**src/rtl/binoc_channel_ctrl.sv**
```systemverilog
// Purpose : ownership arbiter for one end of a shared bidirectional link between two NoC routers.
// Latency : OUT_IDLE->OUT_ACTIVE 1 cycle; IN->OUT_ACTIVE 3 cycles plus the neighbour's grant delay.
// Backpressure: local_busy holds off any release so a packet is never split; starvation forces release at a packet boundary.
//
// Ports:
//   clk, rst          - rising-edge clock, asynchronous active-low reset
//   local_req         - local output port has flits queued for the shared channel
//   local_busy        - a local packet is in flight (head sent, tail not yet sent)
//   nbr_req_in        - neighbour asks for the channel
//   nbr_grant_in      - one-cycle pulse: neighbour hands the channel to us
//   nbr_req_out       - we ask the neighbour for the channel
//   nbr_grant_out     - one-cycle pulse: we hand the channel to the neighbour
//   dir_out / dir_in  - channel drive enable / receive enable (never both high)
//   state_o           - current FSM state, debug only
module binoc_channel_ctrl #(
  parameter bit HP_INIT    = 1'b1,
  parameter int HOLD_MIN   = 4,
  parameter int STARVE_MAX = 16
) (
  input  logic       clk,
  input  logic       rst,
  input  logic       local_req,
  input  logic       local_busy,
  input  logic       nbr_req_in,
  input  logic       nbr_grant_in,
  output logic       nbr_req_out,
  output logic       nbr_grant_out,
  output logic       dir_out,
  output logic       dir_in,
  output logic [2:0] state_o
);

  typedef enum logic [2:0] {
    OUT_IDLE   = 3'd0,
    OUT_ACTIVE = 3'd1,
    RELEASE    = 3'd2,
    IN         = 3'd3,
    REQ        = 3'd4,
    TURN_IN    = 3'd5
  } state_t;

  localparam int HOLD_W   = (HOLD_MIN   < 1) ? 1 : $clog2(HOLD_MIN + 1);
  localparam int STARVE_W = (STARVE_MAX < 1) ? 1 : $clog2(STARVE_MAX + 1);

  localparam logic [HOLD_W-1:0]   HOLD_LIM   = HOLD_W'(HOLD_MIN);
  localparam logic [STARVE_W-1:0] STARVE_LIM = STARVE_W'(STARVE_MAX);

  localparam state_t RESET_STATE = HP_INIT ? OUT_IDLE : IN;

  state_t              state_q, state_d;
  logic [HOLD_W-1:0]   hold_cnt_q, hold_cnt_d;
  logic [STARVE_W-1:0] starve_cnt_q, starve_cnt_d;
  logic                dir_out_q, dir_out_d;
  logic                dir_in_q, dir_in_d;
  logic                nbr_req_out_q, nbr_req_out_d;
  logic                nbr_grant_out_q, nbr_grant_out_d;

  logic hold_sat;
  logic starve_sat;

  assign hold_sat   = (hold_cnt_q >= HOLD_LIM);
  assign starve_sat = (starve_cnt_q >= STARVE_LIM);

  // Next-state and counter logic.
  always_comb begin
    state_d      = state_q;
    hold_cnt_d   = '0;
    starve_cnt_d = '0;

    case (state_q)
      OUT_IDLE: begin
        // The owner has priority when both sides ask in the same cycle.
        if (local_req) begin
          state_d = OUT_ACTIVE;
        end else if (nbr_req_in) begin
          state_d = RELEASE;
        end
      end

      OUT_ACTIVE: begin
        hold_cnt_d = hold_sat ? hold_cnt_q : hold_cnt_q + 1'b1;
        if (!nbr_req_in) begin
          starve_cnt_d = '0;
        end else begin
          starve_cnt_d = starve_sat ? starve_cnt_q : starve_cnt_q + 1'b1;
        end

        // A packet in flight pins the channel; every exit waits for a packet boundary.
        if (!local_busy) begin
          if (starve_sat) begin
            state_d = RELEASE;
          end else if (!local_req) begin
            if (!nbr_req_in) begin
              state_d = OUT_IDLE;
            end else if (hold_sat) begin
              state_d = RELEASE;
            end
          end
        end
      end

      RELEASE: state_d = IN;

      IN: begin
        if (local_req) begin
          state_d = REQ;
        end
      end

      REQ: begin
        if (nbr_grant_in) begin
          state_d = TURN_IN;
        end else if (!local_req) begin
          state_d = IN;
        end
      end

      TURN_IN: state_d = OUT_ACTIVE;

      default: state_d = RESET_STATE;
    endcase

    // Counters only carry meaning while staying in OUT_ACTIVE; every entry starts from zero.
    if (state_d != OUT_ACTIVE || state_q != OUT_ACTIVE) begin
      hold_cnt_d   = '0;
      starve_cnt_d = '0;
    end
  end

  // Outputs are decoded from the next state so the registered copies line up with state_q.
  always_comb begin
    dir_out_d       = (state_d == OUT_IDLE) || (state_d == OUT_ACTIVE);
    dir_in_d        = (state_d == IN) || (state_d == REQ);
    nbr_req_out_d   = (state_d == REQ);
    nbr_grant_out_d = (state_d == RELEASE);
  end

  always_ff @(posedge clk or negedge rst) begin
    if (!rst) begin
      state_q         <= RESET_STATE;
      hold_cnt_q      <= '0;
      starve_cnt_q    <= '0;
      dir_out_q       <= HP_INIT;
      dir_in_q        <= ~HP_INIT;
      nbr_req_out_q   <= 1'b0;
      nbr_grant_out_q <= 1'b0;
    end else begin
      state_q         <= state_d;
      hold_cnt_q      <= hold_cnt_d;
      starve_cnt_q    <= starve_cnt_d;
      dir_out_q       <= dir_out_d;
      dir_in_q        <= dir_in_d;
      nbr_req_out_q   <= nbr_req_out_d;
      nbr_grant_out_q <= nbr_grant_out_d;
    end
  end

  assign state_o       = state_q;
  assign dir_out       = dir_out_q;
  assign dir_in        = dir_in_q;
  assign nbr_req_out   = nbr_req_out_q;
  assign nbr_grant_out = nbr_grant_out_q;

endmodule

```
**config.mk**
```make
export PLATFORM = sky130hd
export DESIGN_NAME = binoc_channel_ctrl
export DESIGN_NICKNAME = d
export VERILOG_FILES = /design/src/rtl/binoc_channel_ctrl.sv
export SDC_FILE = /design/constraint.sdc
export NUM_CORES = 1
export LEC_CHECK = 0
export CELL_PAD_IN_SITES_DETAIL_PLACEMENT = 1
export CELL_PAD_IN_SITES_GLOBAL_PLACEMENT = 1
export CORE_UTILIZATION = 40
export CTS_CLUSTER_SIZE = 16
export DETAILED_ROUTE_END_ITERATION = 8
export PLACE_DENSITY = 0.77
export SYNTH_ARGS = -nofsm -noshare
export SYNTH_HDL_FRONTEND = slang
export SYNTH_SLANG_ARGS = --single-unit
```
**constraint.sdc**
```tcl
create_clock -name clk -period 2.47 [get_ports clk]
set_input_delay 0.494 -clock clk [delete_from_list [all_inputs] [get_ports clk]]
set_output_delay 0.494 -clock clk [all_outputs]
set_load 0.05 [all_outputs]
```
==> impl_metrics.json <==
{
  "rsz0062_at_grt": "false",
  "synthArstFlopShare_pct": 100,
  "drt-total-wl_um": 1760,
  "io_pins": 13,
  "overflow": 0,
  "ys_seq_area_share_pct": 44.1,
  "critPathMaxStageDelay_ps": 890,
  "first_iter_violations": 8,
  "dr.pass1.iters": 4,
  "h-tree-depth": 1,
  "syn_to_final_growth_pct": 18.6,
  "die_h_um": 48.2,
  "vias": 668,
  "p_leak_nw": 0.421,
  "grt.total_usage_pct": 17.3,
  "critPathSlowestCell": "clkdlybuf4s50_1",
  "startpoint_type": "flip-flop",
  "critical_path_arrival_ps": 1760,
  "nNetsFinal": 107,
  "antenna_cells": 0,
  "cts_buffer_depth": 2,
  "layout_setup_ws_ps": 213,
  "initial_core_util_pct": 43.1,
  "core_area_um2": 1980,
  "gp_congestion": 0.753,
  "cts_resized": 0,
  "hold_viol": 0,
  "grt_max_degree": 16,
  "synthCells": 84,
  "drtAntennaViolNets": 0,
  "io_buffers": 12,
  "synth_seq_cells": 15,
  "numClockSinks": 15,
  "final_common_cell": "dfrtp_1",
  "crit_fanout": 14,
  "clock_skew_ps": 0.864,
  "synth_edf_count": 0,
  "clk_pin_slew_ps": 90,
  "worstSetupPathType": "reg -> out",
  "required_ps": 1980,
  "finalSetupViolations": 0,
  "fmax_mhz": 443,
  "final.period_utilization_pct": 91.4,
  "rows": 16,
  "total_power_w": 0.000992,
  "hold_buffers": 0,
  "antenna_found_initial": 0,
  "wire_per_inst_um": 14.3,
  "synth.distinct_cells": 36,
  "tightest_slew_ps": 686,
  "most-common-layout-cells": "dfrtp_1, clkdlybuf4s50_1, a211oi_1",
  "root_buffer": "clkbuf_4",
  "relSlewSlack_pct": 54.1,
  "fin_crit_ps": 2260,
  "whs_ps": 616,
  "critPathBufInv": 1,
  "synth_area_per_cell_um2": 10.2,
  "die_w_um": 48.2,
  "path_cells": "clkdlybuf4s50_1",
  "syn_area_um2": 853,
  "outcome": "complete, no violations",
  "clk_latency_ps": 280,
  "path_delay_family": "buffers and inverters",
  "drive_gt1_share_pct": 6.25,
  "tns_ps": 0,
  "holdCritPathClass": "in -> async",
  "place_area_um2": 986,
  "maxCapViolations": 0,
  "post-route-drc-count": 0,
  "synth_nets": 94,
  "ir_drop_mv": 0.655,
  "die_area_um2": 2320,
  "cts_buffers": 3,
  "pre_cts_ws_ps": 384,
  "slew_viol_final": 0,
  "vias_per_cell": 5.43,
  "synth_ff_type": "dfrtp_1",
  "pwr_density_cell_nw_per_um2": 980,
  "first_global_vias": 633,
  "grt_pass1_wl_um": 2740,
  "cts_setup_buffers": 0,
  "end_kind": "primary output",
  "final_area_um2": 1010,
  "ys_warn_count": 0,
  "cts_tree": "yes",
  "dp_hpwl_um": 1300
}
cells in the mapped netlist (2+ instances only):
master	number	area, µm²
dfrtp_1	14	350
nand2b_1	2	12.5
mux2i_1	2	20.0
buf_2	2	10.0
a211oi_1	9	67.6
nor2_1	7	26.3
clkbuf_1	2	7.51
nand2_1	3	11.3
xor2_1	3	26.3
a31oi_1	2	12.5
nor2b_1	3	18.8
inv_1	5	18.8
nand3_1	2	10.0
nand3b_1	2	15.0
nand4b_1	2	17.5
ha_1	4	50.1
kinds of logic (layout without fill, tap and decap cells):
| kind of cell | count (synthesis) | count (layout) | share of synthesized area [%] |
|---|---|---|---|
| and+or+nand+nor | 26 | 26 | 17.5 |
| AOI/OAI and AO/OA | 22 | 22 | 20.1 |
| DFF | 15 | 15 | 44.1 |
| buffers and inverters | 11 | 23 | 6.01 |
| adders and majority gates | 4 | 4 | 5.87 |
| xor gates and xnor gates | 4 | 4 | 4.11 |
| muxes | 2 | 2 | 2.35 |
state kept, by name, summed over array words and instances, names as in the netlist:
signal         cells
starve_cnt_q       5
hold_cnt_q         3
state_o            3
dir_in             1
dir_out            1
nbr_grant_out      1
nbr_req_out        1
path summary, 6_finish.rpt:
kind,start,end,slack (ps),depth (start not counted)
max reg2reg,state_o[0]$_DFF_PN0_,state_o[0]$_DFF_PN0_,970,3
max,state_o[0]$_DFF_PN0_,state_o[0],210,1
min reg2reg,starve_cnt_q[2]$_DFFE_PN0P_,starve_cnt_q[2]$_DFFE_PN0P_,620,2
min in group clk,starve_cnt_q[2]$_DFFE_PN0P_,starve_cnt_q[2]$_DFFE_PN0P_,620,2
min,rst,nbr_req_out$_DFF_PN0_,620,1
max in group asynchronous,rst,starve_cnt_q[3]$_DFFE_PN0P_,1420,1
layout make-up:
type	instances	area, µm²
repair buffers	13	128
flip-flops and latches	15	377
well taps	27	33.8
multi-input cells	58	425
clock buffers	4	26.3
inverters	6	22.5
fillers	232	970
through the flow:
step           instances  util (%)
3_5_place_dp         119      49.7
5_1_grt              123      51.1
3_3_place_gp         119      49.7
6_report             123      51.1
2_1_floorplan         84         -
4_1_cts              123      51.1
where the power goes:
part / switching, W / leakage, nW / internal [W]
sequential: 0.0000723 / 0.196 / 0.000312
combinational: 0.000292 / 0.210 / 0.000175
clock: 0.0000775 / 0.0150 / 0.0000627
total: 0.000442 / 0.421 / 0.000550
per-layer routing:
| layer | global-route usage [%] | up-vias | wire [µm] |
|---|---|---|---|
| li1 | - | 330 | - |
| met1 | 22.6 | 322 | 837 |
| met2 | 26.7 | 12 | 838 |
| met3 | 3.33 | 4 | 63 |
| met4 | 10.0 | 0 | 23 |
| met5 | 0 | - | 0 |
Power figures use the tool's default switching activity.
